## src/rtl/riscv_pkg.sv

```systemverilog
// rtl/riscv_pkg.sv - shared RV32I fetch types, opcode constants and redirect helper
package riscv_pkg;

  typedef enum logic [1:0] {
    PC_PLUS4  = 2'b00,
    PC_TARGET = 2'b01,
    PC_ALU    = 2'b10
  } pc_src_e;

  typedef enum logic [1:0] {
    IDLE  = 2'd0,
    FETCH = 2'd1,
    DRAIN = 2'd2
  } fetch_state_e;

  localparam logic [31:0] NOP_INSTR = 32'h0000_0013;

  localparam logic [6:0] OP_LUI    = 7'b0110111;
  localparam logic [6:0] OP_AUIPC  = 7'b0010111;
  localparam logic [6:0] OP_JAL    = 7'b1101111;
  localparam logic [6:0] OP_JALR   = 7'b1100111;
  localparam logic [6:0] OP_BRANCH = 7'b1100011;
  localparam logic [6:0] OP_LOAD   = 7'b0000011;
  localparam logic [6:0] OP_STORE  = 7'b0100011;
  localparam logic [6:0] OP_IMM    = 7'b0010011;
  localparam logic [6:0] OP_REG    = 7'b0110011;

  // Redirect target before word alignment; jalr clears bit 0 first.
  function automatic logic [31:0] raw_target(input logic [1:0]  src,
                                             input logic [31:0] tgt,
                                             input logic [31:0] alu);
    raw_target = (src == PC_ALU) ? (alu & ~32'h1) : tgt;
  endfunction

endpackage

```

## src/rtl/fetch_fifo.sv

```systemverilog
// rtl/fetch_fifo.sv - synchronous FIFO holding {pc, instr} pairs with flush
module fetch_fifo #(
  parameter int DEPTH = 2,
  parameter int WIDTH = 64
) (
  input  logic                       clk,
  input  logic                       rst_n,
  input  logic                       flush,
  input  logic                       push,
  input  logic                       pop,
  input  logic [WIDTH-1:0]           wdata,
  output logic [WIDTH-1:0]           rdata,
  output logic [$clog2(DEPTH):0]     count,
  output logic                       full,
  output logic                       empty
);

  localparam int AW = $clog2(DEPTH);

  logic [WIDTH-1:0] r_mem [DEPTH];
  logic [AW-1:0]    r_wptr;
  logic [AW-1:0]    r_rptr;
  logic [AW:0]      r_count;
  logic             w_do_push;
  logic             w_do_pop;

  assign full      = (r_count == (AW+1)'(DEPTH));
  assign empty     = (r_count == '0);
  assign count     = r_count;
  assign rdata     = r_mem[r_rptr];
  assign w_do_push = push && !full && !flush;
  assign w_do_pop  = pop && !empty && !flush;

  // Pointer and occupancy tracking; flush empties the buffer in one edge.
  always_ff @(posedge clk or negedge rst_n) begin
    if (!rst_n) begin
      r_wptr  <= '0;
      r_rptr  <= '0;
      r_count <= '0;
    end else if (flush) begin
      r_wptr  <= '0;
      r_rptr  <= '0;
      r_count <= '0;
    end else begin
      if (w_do_push) r_wptr <= r_wptr + 1'b1;
      if (w_do_pop)  r_rptr <= r_rptr + 1'b1;
      r_count <= r_count + (AW+1)'(w_do_push) - (AW+1)'(w_do_pop);
    end
  end

  // Storage array; contents are only meaningful while counted.
  always_ff @(posedge clk) begin
    if (w_do_push) r_mem[r_wptr] <= wdata;
  end

endmodule

```

## src/rtl/instr_fetch_unit.sv

```systemverilog
// rtl/instr_fetch_unit.sv - RV32I fetch stage: PC owner, imem requester, decode buffer
module instr_fetch_unit
  import riscv_pkg::*;
#(
  parameter logic [31:0] RESET_PC   = 32'h0000_0000,
  parameter int          FIFO_DEPTH = 2
) (
  input  logic        clk,
  input  logic        rst_n,
  output logic        imem_req_valid,
  input  logic        imem_req_ready,
  output logic [31:0] imem_req_addr,
  input  logic        imem_rsp_valid,
  input  logic [31:0] imem_rsp_data,
  output logic        instr_valid,
  input  logic        instr_ready,
  output logic [31:0] instr,
  output logic [31:0] instr_pc,
  output logic [31:0] instr_pc_plus4,
  input  logic [1:0]  pc_src,
  input  logic [31:0] pc_target,
  input  logic [31:0] alu_result,
  output logic        misalign_err
);

  localparam int AW = $clog2(FIFO_DEPTH);

  fetch_state_e r_state;
  logic [31:0]  r_pc;
  logic [AW:0]  r_outstanding;
  logic         r_misalign;

  logic [AW:0]  w_fifo_count;
  logic         w_fifo_full;
  logic         w_fifo_empty;
  logic [63:0]  w_fifo_rdata;
  logic         w_redirect;
  logic [31:0]  w_raw_target;
  logic [31:0]  w_target;
  logic         w_credit;
  logic         w_req_hs;
  logic         w_rsp_take;
  logic [AW:0]  w_out_next;
  logic [31:0]  w_rsp_pc;
  logic         w_push;
  logic         w_pop;

  assign w_redirect   = (r_state != IDLE) && ((pc_src == PC_TARGET) || (pc_src == PC_ALU));
  assign w_raw_target = raw_target(pc_src, pc_target, alu_result);
  assign w_target     = {w_raw_target[31:2], 2'b00};

  // Never have more words in flight or buffered than the FIFO can hold.
  assign w_credit   = ({1'b0, r_outstanding} + {1'b0, w_fifo_count}) < (AW+2)'(FIFO_DEPTH);
  assign w_req_hs   = imem_req_valid && imem_req_ready;
  assign w_rsp_take = imem_rsp_valid && (r_outstanding != '0);
  assign w_out_next = r_outstanding + (AW+1)'(w_req_hs) - (AW+1)'(w_rsp_take);

  // In FETCH the outstanding requests are consecutive words ending at pc-4,
  // so the oldest one (the one responding) sits at pc - 4*outstanding.
  assign w_rsp_pc = r_pc - (32'(r_outstanding) << 2);
  assign w_push   = (r_state == FETCH) && imem_rsp_valid && !w_redirect && !w_fifo_full;
  assign w_pop    = instr_valid && instr_ready;

  assign imem_req_valid = (r_state == FETCH) && w_credit;
  assign imem_req_addr  = r_pc;
  assign misalign_err   = r_misalign;
  assign instr_valid    = !w_fifo_empty;
  assign instr          = instr_valid ? w_fifo_rdata[31:0]           : 32'h0;
  assign instr_pc       = instr_valid ? w_fifo_rdata[63:32]          : 32'h0;
  assign instr_pc_plus4 = instr_valid ? w_fifo_rdata[63:32] + 32'd4 : 32'h0;

  fetch_fifo #(
    .DEPTH (FIFO_DEPTH),
    .WIDTH (64)
  ) u_fifo (
    .clk   (clk),
    .rst_n (rst_n),
    .flush (w_redirect),
    .push  (w_push),
    .pop   (w_pop),
    .wdata ({w_rsp_pc, imem_rsp_data}),
    .rdata (w_fifo_rdata),
    .count (w_fifo_count),
    .full  (w_fifo_full),
    .empty (w_fifo_empty)
  );

  // Fetch FSM: PC advance, redirect handling and draining of stale responses.
  always_ff @(posedge clk or negedge rst_n) begin
    if (!rst_n) begin
      r_state       <= IDLE;
      r_pc          <= RESET_PC;
      r_outstanding <= '0;
      r_misalign    <= 1'b0;
    end else begin
      r_misalign    <= w_redirect && (w_raw_target[1:0] != 2'b00);
      r_outstanding <= w_out_next;
      case (r_state)
        IDLE: r_state <= FETCH;
        FETCH: begin
          if (w_redirect) begin
            r_pc <= w_target;
            if (w_out_next != '0) r_state <= DRAIN;
          end else if (w_req_hs) begin
            r_pc <= r_pc + 32'd4;
          end
        end
        DRAIN: begin
          if (w_redirect) begin
            r_pc <= w_target;
          end else if (w_out_next == '0) begin
            r_state <= FETCH;
          end
        end
        default: r_state <= IDLE;
      endcase
    end
  end

endmodule

```

## config.mk

```make
export PLATFORM = sky130hd
export DESIGN_NAME = instr_fetch_unit
export DESIGN_NICKNAME = d
export VERILOG_FILES = /design/src/rtl/riscv_pkg.sv /design/src/rtl/fetch_fifo.sv /design/src/rtl/instr_fetch_unit.sv
export SDC_FILE = /design/constraint.sdc
export NUM_CORES = 1
export LEC_CHECK = 0
export BUFFER_PORTS_ARGS = -buffer_cell sky130_fd_sc_hd__buf_4
export CORE_ASPECT_RATIO = 1.25
export CORE_UTILIZATION = 44
export CTS_CLUSTER_DIAMETER = 30
export CTS_CLUSTER_SIZE = 30
export DETAILED_ROUTE_END_ITERATION = 12
export GPL_ROUTABILITY_DRIVEN = 0
export PLACE_DENSITY = 0.68
export SLEW_MARGIN = 10
export SYNTH_ARGS = -nofsm -noshare
export SYNTH_HDL_FRONTEND = slang
export SYNTH_SLANG_ARGS = --single-unit
```

## constraint.sdc

```tcl
create_clock -name clk -period 5.3 [get_ports clk]
set_input_delay 0.53 -clock clk [delete_from_list [all_inputs] [get_ports clk]]
set_output_delay 0.53 -clock clk [all_outputs]
set_load 0.005 [all_outputs]
```

==> flow_summary.toml <==
[run_status]
outcome = "finished clean"

[clocking]
cts_buffer_depth = 2
clkTransAtPathRegs_ns = 0.07
cts_tree = "built"
cts_buffers = 17
hold_buffers = 0
clock_latency_ns = 0.43
cts-resized-gates = 0
htree_levels = 4
post_cts_buffers = 0
cts_root_buffer = "clkbuf_16"
clock_sinks = 163

[grt]
grt_overflow = 0
grt_max_degree = 81
grt_usage_pct = 20.2
first_global_vias = 6805
grt_pass1_wl_um = 34200
grt_antenna_before_repair = 0

[power]
power_frac_comb_pct = 41.5
seqPwrFrac_pct = 36.5
leakagePower_uw = 0.00450
total_power_uw = 5820
power_density_nw_per_um2 = 504
clkPwrFrac_pct = 22.0
p_int_uw = 3610
swShare_pct = 37.9
ir_drop_uv = 376
p_switching_uw = 2210

[logic_synthesis]
synth_ff_type = "edfxtp_1"
syn_area_per_cell_um2 = 11.1
yosys_warnings = 0
async_reset_ff_share_pct = 23.9
synth_area_um2 = 9170
ys_seq_elements = 163
ys_seq_area_share_pct = 51.2
synth_cell_type_count = 84
synth_edf_count = 124
syn_inst = 827

[timing]
setup_viol_count_final = 0
fin_setup_tns_ns = 0
max_freq_mhz = 231
min_period_over_period_pct = 81.8
worst_slack_ns = 0.964
finalClockSkew_ns = 0.0148
rsz0062_at_grt = "no"
drv_slew = 0
final.min_clock_period_ns = 4.34
worst_pin_slew_ns = 1.13
timing.slew.headroom_pct = 24.5
report.final.hold_viol_count = 0

[detailed_routing]
first_pass_iters = 7
wire_per_inst_um = 16.2
vias_per_cell = 5.33
drcViolationCount = 0
dr_total_vias = 6964
detail-route-antenna-nets = 0
drt_iter0_drc = 288
routed_wirelength_um = 21200

[cells_and_area]
multiInputGateArea_um2 = 4080
drive_above_1_share_pct = 30.1
regArea_um2 = 4700
design_area_um2 = 11600
fillers = 1772
area_growth_pct = 26.0
nNetsFinal = 1137
stdcell_count = 1306
antennaDiodeCount = 0

[setup_path]
crit_path_max_fanout = 51
critical_path_class = "reg -> out"
setup.worst_path.end_class = "primary output"
critPathRequiredTime_ns = 4.77
cp-start-kind = "flip-flop"
cp.arrival_ns = 3.81

[placement]
dpl.cell_count = 1274
port_buffers = 226
dpl.hpwl_um = 15400
placed_area_um2 = 10900
place_worst_setup_slack_ns = 1.35

[die]
initial_core_util_pct = 45.3
coreArea_um2 = 20200
dieArea_um2 = 21400
die_y_um = 163
io_pins = 234
die_x_um = 131
num_rows = 58

[flow_run]
drv_cap = 0

[worst_hold_path]
hp-class = "in -> async"
[power by group through the flow]
stage                     clock [uW]  sequential [uW]  combinational [uW]
after floorplan                    0             1930                1680
after global placement             0             2140                2400
after detailed placement           0             2140                2430
after CTS                       1310             2120                2440
after global routing            1350             2180                2690
final                           1280             2120                2420
[synthesized netlist by cell type, types with 5 or more instances]
library cell  number  area (um2)
a211oi_1           6        45.0
a21oi_1           28         140
a311oi_1           5        43.8
and2_1            12        75.1
and3_1             7        43.8
buf_1              5        18.8
buf_2             11        55.1
buf_4             17         128
buf_6              5        56.3
clkbuf_1          18        67.6
dfrtp_1           39         976
edfxtp_1         124        3720
ha_1               9         113
inv_1             21        78.8
mux2_2            13         146
mux2i_1           77         771
nand2_1           49         184
nand2b_1           8        50.1
nand3_1           22         110
nand4_1           10        62.6
nor2_1           113         424
nor2b_1           12        75.1
nor3_1            24         120
nor4_1             6        37.5
o21ai_0           25         125
o22ai_1            6        37.5
o31ai_1            8        60.1
xnor2_1           32         280
xor2_1            15         131
[cell usage in the layout, fill, tap and decap left out, drive strengths merged, types with 6 or more instances in the layout]
cell type  netlist  final
xor2            15     15
a22oi            7      7
nor4            11     11
nor2           114    114
clkbuf          21     17
nand3           23     23
nand4           13     13
mux2i           77     77
nor3            26     26
a21oi           29     29
buf             38    231
o21ai           29     29
o31ai            8      8
mux2            14     14
and3             8      8
nor2b           12     12
xnor2           32     32
o22ai            6      6
and2            12     12
inv             21     28
nand2           50     50
conb             1      6
nand2b           8      8
ha               9      9
dfrtp           39     39
a211oi           9      9
edfxtp         124    124
[critical path, cell delays in order (launching register included)]
cell	delay, ns
dfrtp_4	0.91
mux2_2	0.32
ha_1	0.19
inv_1	0.07
a211oi_2	0.46
o2111ai_1	0.59
a211oi_2	0.34
mux2_2	0.36
buf_4	0.15
[cell families (layout without fill, tap and decap cells)]
| group | count (synthesis) | count (layout) | share of synthesized area (%) |
|---|---|---|---|
| other cells | 1 | 6 | 0.0409 |
| mux | 91 | 91 | 10.1 |
| buf+inv | 80 | 284 | 4.67 |
| compound gates | 138 | 138 | 10.9 |
| xor+xnor | 47 | 47 | 4.49 |
| flops | 163 | 163 | 51.2 |
| fa+ha+maj | 11 | 11 | 1.66 |
| simple gates | 296 | 296 | 16.9 |
[per-stage QoR]
stage / hold WS (ns) / util (%)
2_1_floorplan: 0.234 / -
3_3_place_gp: 0.547 / 54.0
3_5_place_dp: 0.547 / 54.0
4_1_cts: 0.0839 / 57.1
5_1_grt: 0.0814 / 57.1
6_report: 0.0604 / 57.1
[state kept, by name, summed over array words and instances (netlist names)]
name,count
u_fifo.r_wptr,1
imem_req_addr,30
u_fifo.r_rptr,1
r_state,2
r_outstanding,2
misalign_err,1
u_fifo.r_mem,124
u_fifo.count,2
[layout make-up]
cell class,count,area share [%]
well taps,270,2.92
clock inverters,15,1.69
inverters,21,0.682
clock buffers,17,3.68
multi-input cells,589,35.3
repair buffers,231,15.0
flip-flops and latches,163,40.7
[worst paths after layout]
path,slack (ns),cells after the start,from,to
worst min-delay path,0.06,1,rst_n,misalign_err
worst max register to register,2.34,7,r_outstanding[0],imem_req_addr[27]
max in group asynchronous,4.82,1,rst_n,u_fifo.r_rptr
worst max-delay path,0.96,8,u_fifo.r_rptr,instr_pc_plus4[22]
worst min register to register,0.64,2,u_fifo.r_wptr,u_fifo.r_wptr
min in group clk,0.29,1,imem_rsp_data[3],u_fifo.r_mem[0][3]
[metal layers]
metal | vias to the layer above | GRT usage, % | routed length (um)
met5 | - | 0 | 0
met4 | 0 | 9.57 | 524
met3 | 37 | 2.95 | 998
met2 | 248 | 35.0 | 10600
met1 | 3240 | 24.8 | 9100
li1 | 3439 | - | -
Note: power is estimated with default switching activity, not from simulation.
